## config.mk

```make
export PLATFORM = sky130hd
export DESIGN_NAME = ram_fifo_ctrl
export DESIGN_NICKNAME = d
export VERILOG_FILES = /design/src/rtl/ram_fifo_ctrl.sv
export SDC_FILE = /design/constraint.sdc
export NUM_CORES = 1
export LEC_CHECK = 0
export CORE_AREA = 4 4 78 80
export DETAILED_ROUTE_END_ITERATION = 16
export DIE_AREA = 0 0 82 84
export PLACE_DENSITY = 0.53
export RECOVER_POWER = 50
export SETUP_SLACK_MARGIN = 0.02
export SLEW_MARGIN = 20
export SYNTH_ARGS = -nofsm -noshare
export SYNTH_HDL_FRONTEND = slang
export SYNTH_SLANG_ARGS = --single-unit
```

## constraint.sdc

```tcl
create_clock -name clk -period 4.5 [get_ports clk]
set_input_delay 0.9 -clock clk [delete_from_list [all_inputs] [get_ports clk]]
set_output_delay 0.9 -clock clk [all_outputs]
set_load 0.05 [all_outputs]
```

## src/rtl/ram_fifo_ctrl.sv

```systemverilog
`default_nettype none
// ============================================================================
// Module      : ram_fifo_ctrl
// Description : First-word-fall-through FIFO controller driving an external
//               dist_ram, with a one-word registered output stage.
// Revision    : 1.0 - initial release
// ============================================================================
module ram_fifo_ctrl #(
    parameter int DATA_WIDTH    = 8,
    parameter int DATA_DEPTH    = 32,
    parameter int ADDRESS_WIDTH = 5
) (
    input  logic                     clk,
    input  logic                     rst_n,
    input  logic                     wr_valid,
    output logic                     wr_ready,
    input  logic [DATA_WIDTH-1:0]    wr_data,
    output logic                     rd_valid,
    input  logic                     rd_ready,
    output logic [DATA_WIDTH-1:0]    rd_data,
    output logic [ADDRESS_WIDTH-1:0] ram_in_addr,
    output logic [DATA_WIDTH-1:0]    ram_data_in,
    output logic                     ram_write_en,
    output logic [ADDRESS_WIDTH-1:0] ram_out_addr,
    input  logic [DATA_WIDTH-1:0]    ram_data_out,
    output logic [ADDRESS_WIDTH:0]   count,
    output logic                     full,
    output logic                     empty
);

    localparam logic [ADDRESS_WIDTH:0]   c_depth     = (ADDRESS_WIDTH+1)'(DATA_DEPTH);
    localparam logic [ADDRESS_WIDTH-1:0] c_last_addr = ADDRESS_WIDTH'(DATA_DEPTH - 1);

    logic [ADDRESS_WIDTH-1:0] r_wr_ptr;
    logic [ADDRESS_WIDTH-1:0] r_rd_ptr;
    logic [ADDRESS_WIDTH:0]   r_ram_cnt;
    logic                     r_rd_valid;
    logic [DATA_WIDTH-1:0]    r_rd_data;
    logic                     w_push;
    logic                     w_load;

    // Wrap at DATA_DEPTH-1 so non-power-of-two depths use every entry.
    function automatic logic [ADDRESS_WIDTH-1:0] next_ptr(input logic [ADDRESS_WIDTH-1:0] ptr);
        return (ptr == c_last_addr) ? '0 : ptr + 1'b1;
    endfunction

    assign full         = (r_ram_cnt == c_depth);
    assign wr_ready     = ~full;
    assign w_push       = wr_valid & wr_ready;
    assign w_load       = (r_ram_cnt != '0) && (!r_rd_valid || rd_ready);

    assign ram_in_addr  = r_wr_ptr;
    assign ram_data_in  = wr_data;
    assign ram_write_en = w_push;
    assign ram_out_addr = r_rd_ptr;

    assign rd_valid     = r_rd_valid;
    assign rd_data      = r_rd_data;
    assign count        = r_ram_cnt + (ADDRESS_WIDTH+1)'(r_rd_valid);
    assign empty        = (count == '0);

    always_ff @(posedge clk or negedge rst_n) begin
        if (!rst_n) begin
            r_wr_ptr   <= '0;
            r_rd_ptr   <= '0;
            r_ram_cnt  <= '0;
            r_rd_valid <= 1'b0;
            r_rd_data  <= '0;
        end else begin
            if (w_push) begin
                r_wr_ptr <= next_ptr(r_wr_ptr);
            end

            // Without a load, a pop can only happen with the RAM empty.
            if (w_load) begin
                r_rd_ptr   <= next_ptr(r_rd_ptr);
                r_rd_data  <= ram_data_out;
                r_rd_valid <= 1'b1;
            end else if (r_rd_valid && rd_ready) begin
                r_rd_valid <= 1'b0;
            end

            case ({w_push, w_load})
                2'b10:   r_ram_cnt <= r_ram_cnt + 1'b1;
                2'b01:   r_ram_cnt <= r_ram_cnt - 1'b1;
                default: r_ram_cnt <= r_ram_cnt;
            endcase
        end
    end

endmodule
`default_nettype wire
```

# Yosys cells after proc, flatten, opt, wreduce, memory -nomap -nowiden
# Cells that the tools add are included.
word_totals:
  inputBits: 20
  regBits: 25
  elab_cells: 30
  out_inout_bits: 37
op_classes:
  bitwise_logic: 2
  n_reduce_logical: 8
  mux: 5
  n_addsub: 5
  n_eq_ne: 5
ops:
  columns: ["cell", "n"]
  rows:
  - ["case mux 6 bit (2 select lines)", 1]
  - ["adder 5 x 1 -> 5 bit, second input constant", 2]
  - ["== test 5 bit, second input constant", 2]
  - ["2-to-1 mux 5 bit", 2]
  - ["adder 6 x 1 -> 6 bit", 1]
  - ["adder 6 x 1 -> 6 bit, second input constant", 1]
  - ["== test 6 bit, second input constant", 1]
  - ["zero test 6 bit", 1]
  - ["nonzero test 6 bit", 1]
  - ["subtractor 6 x 1 -> 6 bit, second input constant", 1]
  - ["nonzero test 2 bit", 2]
  - ["== test 2 x 1 -> 1 bit, second input constant", 1]
  - ["== test 2 bit, second input constant", 1]
  - ["logical AND 1 bit", 2]
  - ["2-to-1 mux 1 bit", 2]
  - ["AND 1 bit", 1]
  - ["zero test 1 bit", 1]
  - ["logical OR 1 bit", 1]
  - ["inverter 1 bit", 1]

# Logic depth before layout (Yosys ltp)
# Gate-level depths: netlist (run 1).
depth:
  ltp_word: 5
  mapped_depth: 11
  depth_no_buf: 9

# Least setup slack after synthesis (run 1)
# No wires, ideal clock.
synth_path:
  path_type: "reg2out"
  start: "reg r_rd_valid (netlist: rd_valid)"
  end: "out empty"
  setup_slack_ns: 0.586
  required_time_ns: 3.600
  arrival_ns: 3.014
  path_stages_with_launch: 7
  path_cell_list: "dfrtp_1 -> ha_1 -> ha_1 -> nand2_1 -> o21ba_2 -> o22a_1 -> nor4_1"
synth_via:
  elab_chain_len: 2
synth_rtl:
  columns: ["element", "line_no", "rtl"]
  rows:
  - ["start, declared", "37", "logic r_rd_valid;"]
  - ["start signal, assigned", "67", "r_rd_valid <= 1'b0;"]
  - ["start signal, assigned", "78", "r_rd_valid <= 1'b1;"]
  - ["start signal, assigned", "80", "r_rd_valid <= 1'b0;"]
  - ["adder 6 x 1 -> 6 bit", "59", "assign count = r_ram_cnt + (ADDRESS_WIDTH+1)'(r_rd_valid);"]
  - ["zero test 6 bit", "60", "assign empty = (count == '0);"]
  - ["end, declared", "28", "output logic empty"]
# Every way passes these cells.

# Worst setup path in the final report (run 1)
layout_path:
  start: "reg r_ram_cnt[0]"
  end: "reg r_ram_cnt[5]"
layout_via:
  word_cells_on_any_way: 11
  classes_between: "add/sub (2); eq/ne (3); mux (1); bitwise (2); reduce/logical (3)"
layout_rtl:
  columns: ["element", "line_no", "rtl"]
  rows:
  - ["start, declared", "36", "logic [ADDRESS_WIDTH:0] r_ram_cnt;"]
  - ["start signal, assigned", "84", "2'b10: r_ram_cnt <= r_ram_cnt + 1'b1;"]
  - ["start signal, assigned", "85", "2'b01: r_ram_cnt <= r_ram_cnt - 1'b1;"]
  - ["start signal, assigned", "86", "default: r_ram_cnt <= r_ram_cnt;"]
  - ["nonzero test 6 bit *", "50", "assign w_load = (r_ram_cnt != '0) && (!r_rd_valid || rd_ready);"]
  - ["logical AND 1 bit *", "50", null]
  - ["named net w_load", "40", "logic w_load;"]
  - ["== test 2 x 1 -> 1 bit / == test 2 bit (equally long branches)", "83", "case ({w_push, w_load})"]
  - ["case mux 6 bit (2 select lines) / nonzero test 2 bit (equally long branches)", null, null]
# The timed path passes the listed nets; every way through them passes the cells marked *.
# A chain may end at the register's enable or synchronous reset.

==> impl_metrics.env, run 1 <==
export IMPL_initial_core_util=0.288
export IMPL_critical_path_arrival_ns=3.98
export IMPL_yosysSeqAreaShare=0.402
export IMPL_core_sq_mm=0.00541
export IMPL_post_cts_buffers=0
export IMPL_final_common_cell="clkdlybuf4s50_1"
export IMPL_htreeDepth=1
export IMPL_drive_gt1_frac=0.111
export IMPL_n_antenna_cell=0
export IMPL_fp_row_count=27
export IMPL_synth_area_leaders="dfrtp_1, ha_1, mux2_2"
export IMPL_initialDrtViolationCount=55
export IMPL_max_slew_margin_rel=0.0813
export IMPL_ys_flop_type="dfrtp_1"
export IMPL_fmax_mhz=260
export IMPL_yosys_area_top_type_share=0.402
export IMPL_skew_ns=0.00407
export IMPL_die_h_um=84
export IMPL_syn_inst=148
export IMPL_cts_resized=0
export IMPL_p_sw_frac=0.519
export IMPL_place_area_sq_mm=0.00196
export IMPL_finalNonFillerCells=252
export IMPL_numClockSinks=25
export IMPL_setup_violations=0
export IMPL_fin_nets=213
export IMPL_p_int_mw=0.779
export IMPL_cts_tree="built"
export IMPL_rsz0062_at_grt="false"
export IMPL_power_switching_mw=0.840
export IMPL_ctsHoldBuffers=0
export IMPL_die_x_um=82
export IMPL_power_frac_clock=0.082
export IMPL_cp_slowest_cell="o31ai_4"
export IMPL_syn2layout_area_growth_pct=28.2
export IMPL_io_pins=57
export IMPL_final_cell_mix="clkdlybuf4s50_1, dfrtp_1, nand2_1"
export IMPL_cts_buffers=3
export IMPL_worstPathCellList="or4_1 > o31ai_4 > inv_1 > ha_1 > ha_1 > o211ai_1 > nor2_1 > mux2_2 > a2111oi_0"
export IMPL_port_buffers=40
export IMPL_cts_path_max_buffers=2
export IMPL_drc=0
export IMPL_vias_per_cell=4.68
export IMPL_maxSlewViolCount=0
export IMPL_worstMarginPinSlew_ns=1.38
export IMPL_syn_area_sq_mm=0.00156
export IMPL_dp_cells=248
export IMPL_min_path_type="reg -> reg"
export IMPL_ys_ff_latch=25
export IMPL_p_comb_frac=0.646
export IMPL_crit_required_ns=4.63
export IMPL_outcome="completed"
export IMPL_avgSynthCellArea_sq_um=10.5
export IMPL_vias=1179
export IMPL_ys_async_sr_fraction=1.00
export IMPL_synth_edf_count=0
export IMPL_worst_setup_path_type="reg -> reg"
export IMPL_gp_congestion=0.874
export IMPL_finalCritPeriodShare=0.855
export IMPL_fin_tns_setup_ns=0
export IMPL_syn_num_nets=180
export IMPL_p_leak_nw=0.867
export IMPL_crit_fanout=18
export IMPL_peakVddDrop_mv=0.289
export IMPL_clkTransAtPathRegs_ns=0.08
export IMPL_first_pass_iters=3
export IMPL_endpoint_kind="register"
export IMPL_crit_top_cell="ha_1"
export IMPL_grt_max_degree=26
export IMPL_gr_total_overflow=0
export IMPL_grt_pass1_wl_mm=5.44
export IMPL_ant_nets=0
export IMPL_holdWs_ns=0.505
export IMPL_p_per_area_mw_per_mm2=812
export IMPL_synth_top_area_cell="dfrtp_1"
export IMPL_dp_hpwl_mm=2.43
export IMPL_rrSetupSlack_ns=0.65
export IMPL_die_area_sq_mm=0.00689
export IMPL_fin_area_sq_mm=0.00200
export IMPL_antenna_found_initial=0
export IMPL_cts_root_buf="clkbuf_8"
export IMPL_grtUsageTotal=0.0987
export IMPL_routed_wl_mm=3.16
export IMPL_hold_viol_final=0
export IMPL_grt_pass1_vias=1226
export IMPL_ys_types=41
export IMPL_worstSetupStartpointType="register"
export IMPL_p_seq_frac=0.273
export IMPL_clk_latency_ns=0.27
export IMPL_fin_crit_ns=3.85
export IMPL_critPathMaxStageDelay_ns=0.73
export IMPL_yosys_warnings=0
export IMPL_max_cap_violations=0
export IMPL_wl_per_cell_um=12.5
## cell usage after synthesis, drive strengths merged, types with 2 or more instances
cell / count
nand2b: 2
nor3b: 2
inv: 4
a21oi: 3
xnor2: 4
buf: 11
mux2: 11
o31ai: 2
o21ai: 12
ha: 11
nand2: 17
clkbuf: 2
and3: 2
nand3: 5
a21o: 4
nor2: 5
xor2: 3
nor2b: 2
nor3: 2
dfrtp: 25
## power groups by stage
stage | clock network (mW) | logic (mW) | registers, mW
2_1_floorplan | 0 | 0.613 | 0.613
3_3_place_gp | 0 | 1.04 | 0.443
3_5_place_dp | 0 | 1.06 | 0.450
4_1_cts | 0.143 | 1.06 | 0.446
5_1_grt | 0.152 | 1.13 | 0.463
6_report | 0.132 | 1.05 | 0.442
## stage by stage
step | setup slack, ns | utilization | power [mW]
floorplan | 0.586 | - | 1.23
global placement | 0.876 | 0.362 | 1.49
detailed placement | 0.647 | 0.362 | 1.51
CTS | 0.618 | 0.371 | 1.65
global route | 0.296 | 0.369 | 1.74
finish | 0.652 | 0.369 | 1.62
## cells by family (layout without fill, tap and decap cells)
family | Yosys count | after routing | synth area share
DFF | 25 | 25 | 0.402
adders and majority gates | 12 | 12 | 0.101
xor gates and xnor gates | 7 | 7 | 0.0394
AOI/OAI and AO/OA | 30 | 30 | 0.141
buffers and inverters | 17 | 49 | 0.0723
and+or+nand+nor | 45 | 45 | 0.150
muxes | 12 | 12 | 0.0932
## state kept, by name, summed over array words and instances, names as in the netlist
name	count
r_ram_cnt	6
ram_in_addr	5
ram_out_addr	5
rd_data	8
rd_valid	1
## final timing paths
check                                          from                    endpoint  cells past startpoint
min in group asynchronous                     rst_n  ram_in_addr[2]$_DFFE_PN0P_                      2
setup reg to reg           r_ram_cnt[0]$_DFFE_PN0P_    r_ram_cnt[5]$_DFFE_PN0P_                      9
max in group asynchronous                     rst_n      rd_data[7]$_DFFE_PN0P_                      2
hold / removal               rd_data[2]$_DFFE_PN0P_      rd_data[2]$_DFFE_PN0P_                      1
hold reg to reg              rd_data[2]$_DFFE_PN0P_      rd_data[2]$_DFFE_PN0P_                      1
setup / recovery           r_ram_cnt[0]$_DFFE_PN0P_    r_ram_cnt[5]$_DFFE_PN0P_                      9
## layout make-up
class / count / area, sq um
inverters: 4 / 15.0
repair buffers: 41 / 404
clock inverters: 1 / 5.00
well taps: 72 / 90.1
clock buffers: 3 / 41.3
multi-input cells: 106 / 815
fillers: 548 / 3410
flip-flops and latches: 25 / 626
## worst max-delay path: cells and delay by family, from the launching register on
kind	cells	cell delay [ns]
AO/OA/AOI/OAI	3	1.20
AND/OR/NAND/NOR	2	0.86
flip-flops	1	0.47
adder cells (fa/ha/maj)	2	0.74
buffers and inverters	1	0.10
multiplexers	1	0.35
## metal layers
| layer | track usage | share of wire | vias up |
|---|---|---|---|
| li1 | - | - | 583 |
| met1 | 0.116 | 0.44 | 569 |
| met2 | 0.165 | 0.50 | 23 |
| met3 | 0.0324 | 0.057 | 4 |
| met4 | 0.0347 | 0.0044 | 0 |
| met5 | 0 | 0 | - |
No activity file was read; power rests on OpenSTA's default activity.
==> run 2, diff against run 1 <==
--- a/config.mk
+++ b/config.mk
@@ -11,7 +11,7 @@
 export PLACE_DENSITY = 0.53
 export RECOVER_POWER = 50
 export SETUP_SLACK_MARGIN = 0.02
-export SLEW_MARGIN = 20
+export SLEW_MARGIN = 15
 export SYNTH_ARGS = -nofsm -noshare
 export SYNTH_HDL_FRONTEND = slang
 export SYNTH_SLANG_ARGS = --single-unit
==> results of run 2 <==
No change in the layout: final DEF, timing and power equal those of run 1.
==> RTL edit: new RTL, flow settings as in run 2 <==
Set the parameter `DATA_WIDTH` to 9 (it was 8).
--- a/src/rtl/ram_fifo_ctrl.sv
+++ b/src/rtl/ram_fifo_ctrl.sv
@@ -6,7 +6,7 @@
 // Revision    : 1.0 - initial release
 // ============================================================================
 module ram_fifo_ctrl #(
-    parameter int DATA_WIDTH    = 8,
+    parameter int DATA_WIDTH    = 9,
     parameter int DATA_DEPTH    = 32,
     parameter int ADDRESS_WIDTH = 5
 ) (
Ports: changed (resized ram_data_in, ram_data_out, rd_data and wr_data); port bits go from 57 to 61. The function was not compared with the original's and may differ.
==> RTL edit against run 2 <==
Design area up 3.3%; setup slack lost 0.24 ns; sequential cell count up 1; count of clock-buffer cells in the layout stayed put; critical path depth is 5 lower; routed wire length is 10% higher; area after synthesis increased by 2.8%; total power grew 5.8%; global-route usage increased by 0.46 points; non-clock buffer count rose by 3; fmax decreased by 5.9%; first-iteration DRC count fell by 33%; clock skew shrank 0.0031 ns.
==> RTL edit: results (changes against run 2) <==
status = complete, no violations
Cells after Synth = 151 (+2.0%)
Seq/Total Area, Yosys = 40.7% (+0.46 points)
port bufs = 42 (+5.0%)
Ant. Diodes = 0 (unchanged)
WL/cell = 13.5 um (+7.8%)
CTS H-tree lvls = 1 (unchanged)
Layout Cells excl Fill = 257 (+2.0%)
highest fanout seen on the critical path = 9 (-9)
Worst Hold Class = reg2reg
largest net degree at the start of global routing = 24 (-7.7%)
Arr. time, crit path = 3.19 ns (-0.79 ns)
Nets = 220 (+3.3%)
pre-CTS setup slack = 0.698 ns (+0.0511 ns)
Placed Area = 2020 um^2 (+3.3%)
worst-skew pair later-pin latency = 0.27 ns (about the same)
Pleak = 0.000896 uW (+3.4%)
dpl cells = 253 (+2.0%)
area of the multi-input gates = 812 um^2 (-0.31%)
xor-xnor portion of the synthesized cell area = 3.83% (-0.11 points)
measured slew at the worst slew-check pin = 1.22 ns (-0.157 ns)
Syn. warnings = 0 (unchanged)
slowest cell delay on critical path = 0.82 ns (+0.09 ns)
Post-DP HPWL = 2760 um (+13%)
initial DRC count = 37 (-33%)
total track usage = 10.3% (+0.46 points)
mux contribution to synthesized area = 9.77% (+0.45 points)
asr flop ratio synth = 100% (unchanged)
Num CTS Buffers = 3 (unchanged)
Largest register FFs = 9 (+1)
initial antenna violation count = 0 (unchanged)
global-route wire length before repair = 5590 um (+2.8%)
most area-consuming cells after synthesis = dfrtp_1 41%, ha_1 8.6%, mux2_2 6.3%, buf_4 4.7%, nand2_1 4.0%
top cells by count, synth = 26 x dfrtp_1, 17 x nand2_1, 12 x o21ai_0, 11 x ha_1, 10 x buf_4
post-cts sizing count = 0 (unchanged)
post-synth net total = 185 (+2.8%)
Setup Fix Bufs, Post-CTS = 0 (unchanged)
Setup Skew = 0.00100 ns (-0.00307 ns)
fillcell total = 555 (+1.3%)
reg2reg start = r_ram_cnt[3]
routability cong. = 0.741 (-15%)
DRT Pass-1 Iters = 4 (+1)
critical hold path startpoint = rd_data[8]
crit path max-delay cell type = o31ai_1
Post-Synth Adder-Cell Area = 9.85% (-0.28 points)
delay-heaviest family, CP = buffers and inverters
ratio of cells with drive above 1 in the final layout = 10.8% (-0.30 points)
total number of vias = 1175 (-0.34%)
Synth Area in Compound Gates = 13.8% (-0.39 points)
Worst-path clk slew = 0.09 ns
Max IR drop VDD = 0.000461 V (+59%)
-- RTL edit: cell count changes after synthesis, sizes merged --
cell / run 2 / this run
buf: 11 / 12
mux2: 11 / 12
dfrtp: 25 / 26
-- RTL edit: final cells by class --
type,count,area share (%)
Multi-Input combinational cell,107,39.4
Sequential cell,26,31.6
Timing Repair Buffer,44,20.5
Tap cell,72,4.37
Clock buffer,3,2.00
Clock inverter,1,1.46
Inverter,4,0.729
-- RTL edit: cell families (layout without fill, tap and decap cells) --
group / Yosys count / in the layout
xor+xnor: 7 / 7
compound gates: 30 / 30
fa+ha+maj: 12 / 12
flops: 26 / 26
mux: 13 / 13
simple gates: 45 / 45
buf+inv: 18 / 52
-- RTL edit: report_power, final --
group / internal, uW / switching [uW] / total (uW)
sequential: 325 / 126 / 451
combinational: 411 / 657 / 1070
clock: 119 / 75.4 / 194
-- RTL edit: worst paths after layout --
path                           endpoint  slack, ns  cells after the start
max reg2reg                r_ram_cnt[5]       0.63                      8
min reg2reg                  rd_data[8]       0.51                      1
max                        ram_write_en       0.41                      4
min in group asynchronous    rd_data[5]       0.86                      1
max in group asynchronous  r_ram_cnt[1]       2.92                      1
min                          rd_data[8]       0.51                      1
-- RTL edit: per-stage QoR --
| stage | hold slack, ns | power, uW |
|---|---|---|
| 2_1_floorplan | 0.562 | 1250 |
| 3_3_place_gp | 0.487 | 1530 |
| 3_5_place_dp | 0.493 | 1540 |
| 4_1_cts | 0.516 | 1750 |
| 5_1_grt | 0.520 | 1830 |
| 6_report | 0.509 | 1710 |
-- RTL edit: metal layers --
layer  GRT usage [%]  part of all wire, %  vias up  wire length (um)
met4            2.72                 0.60        0                21
met3            3.46                  7.7        2               266
met5               0                    0        -                 0
met2            17.5                   49       32              1710
met1            12.3                   42      549              1470
li1                -                    -      592                 -
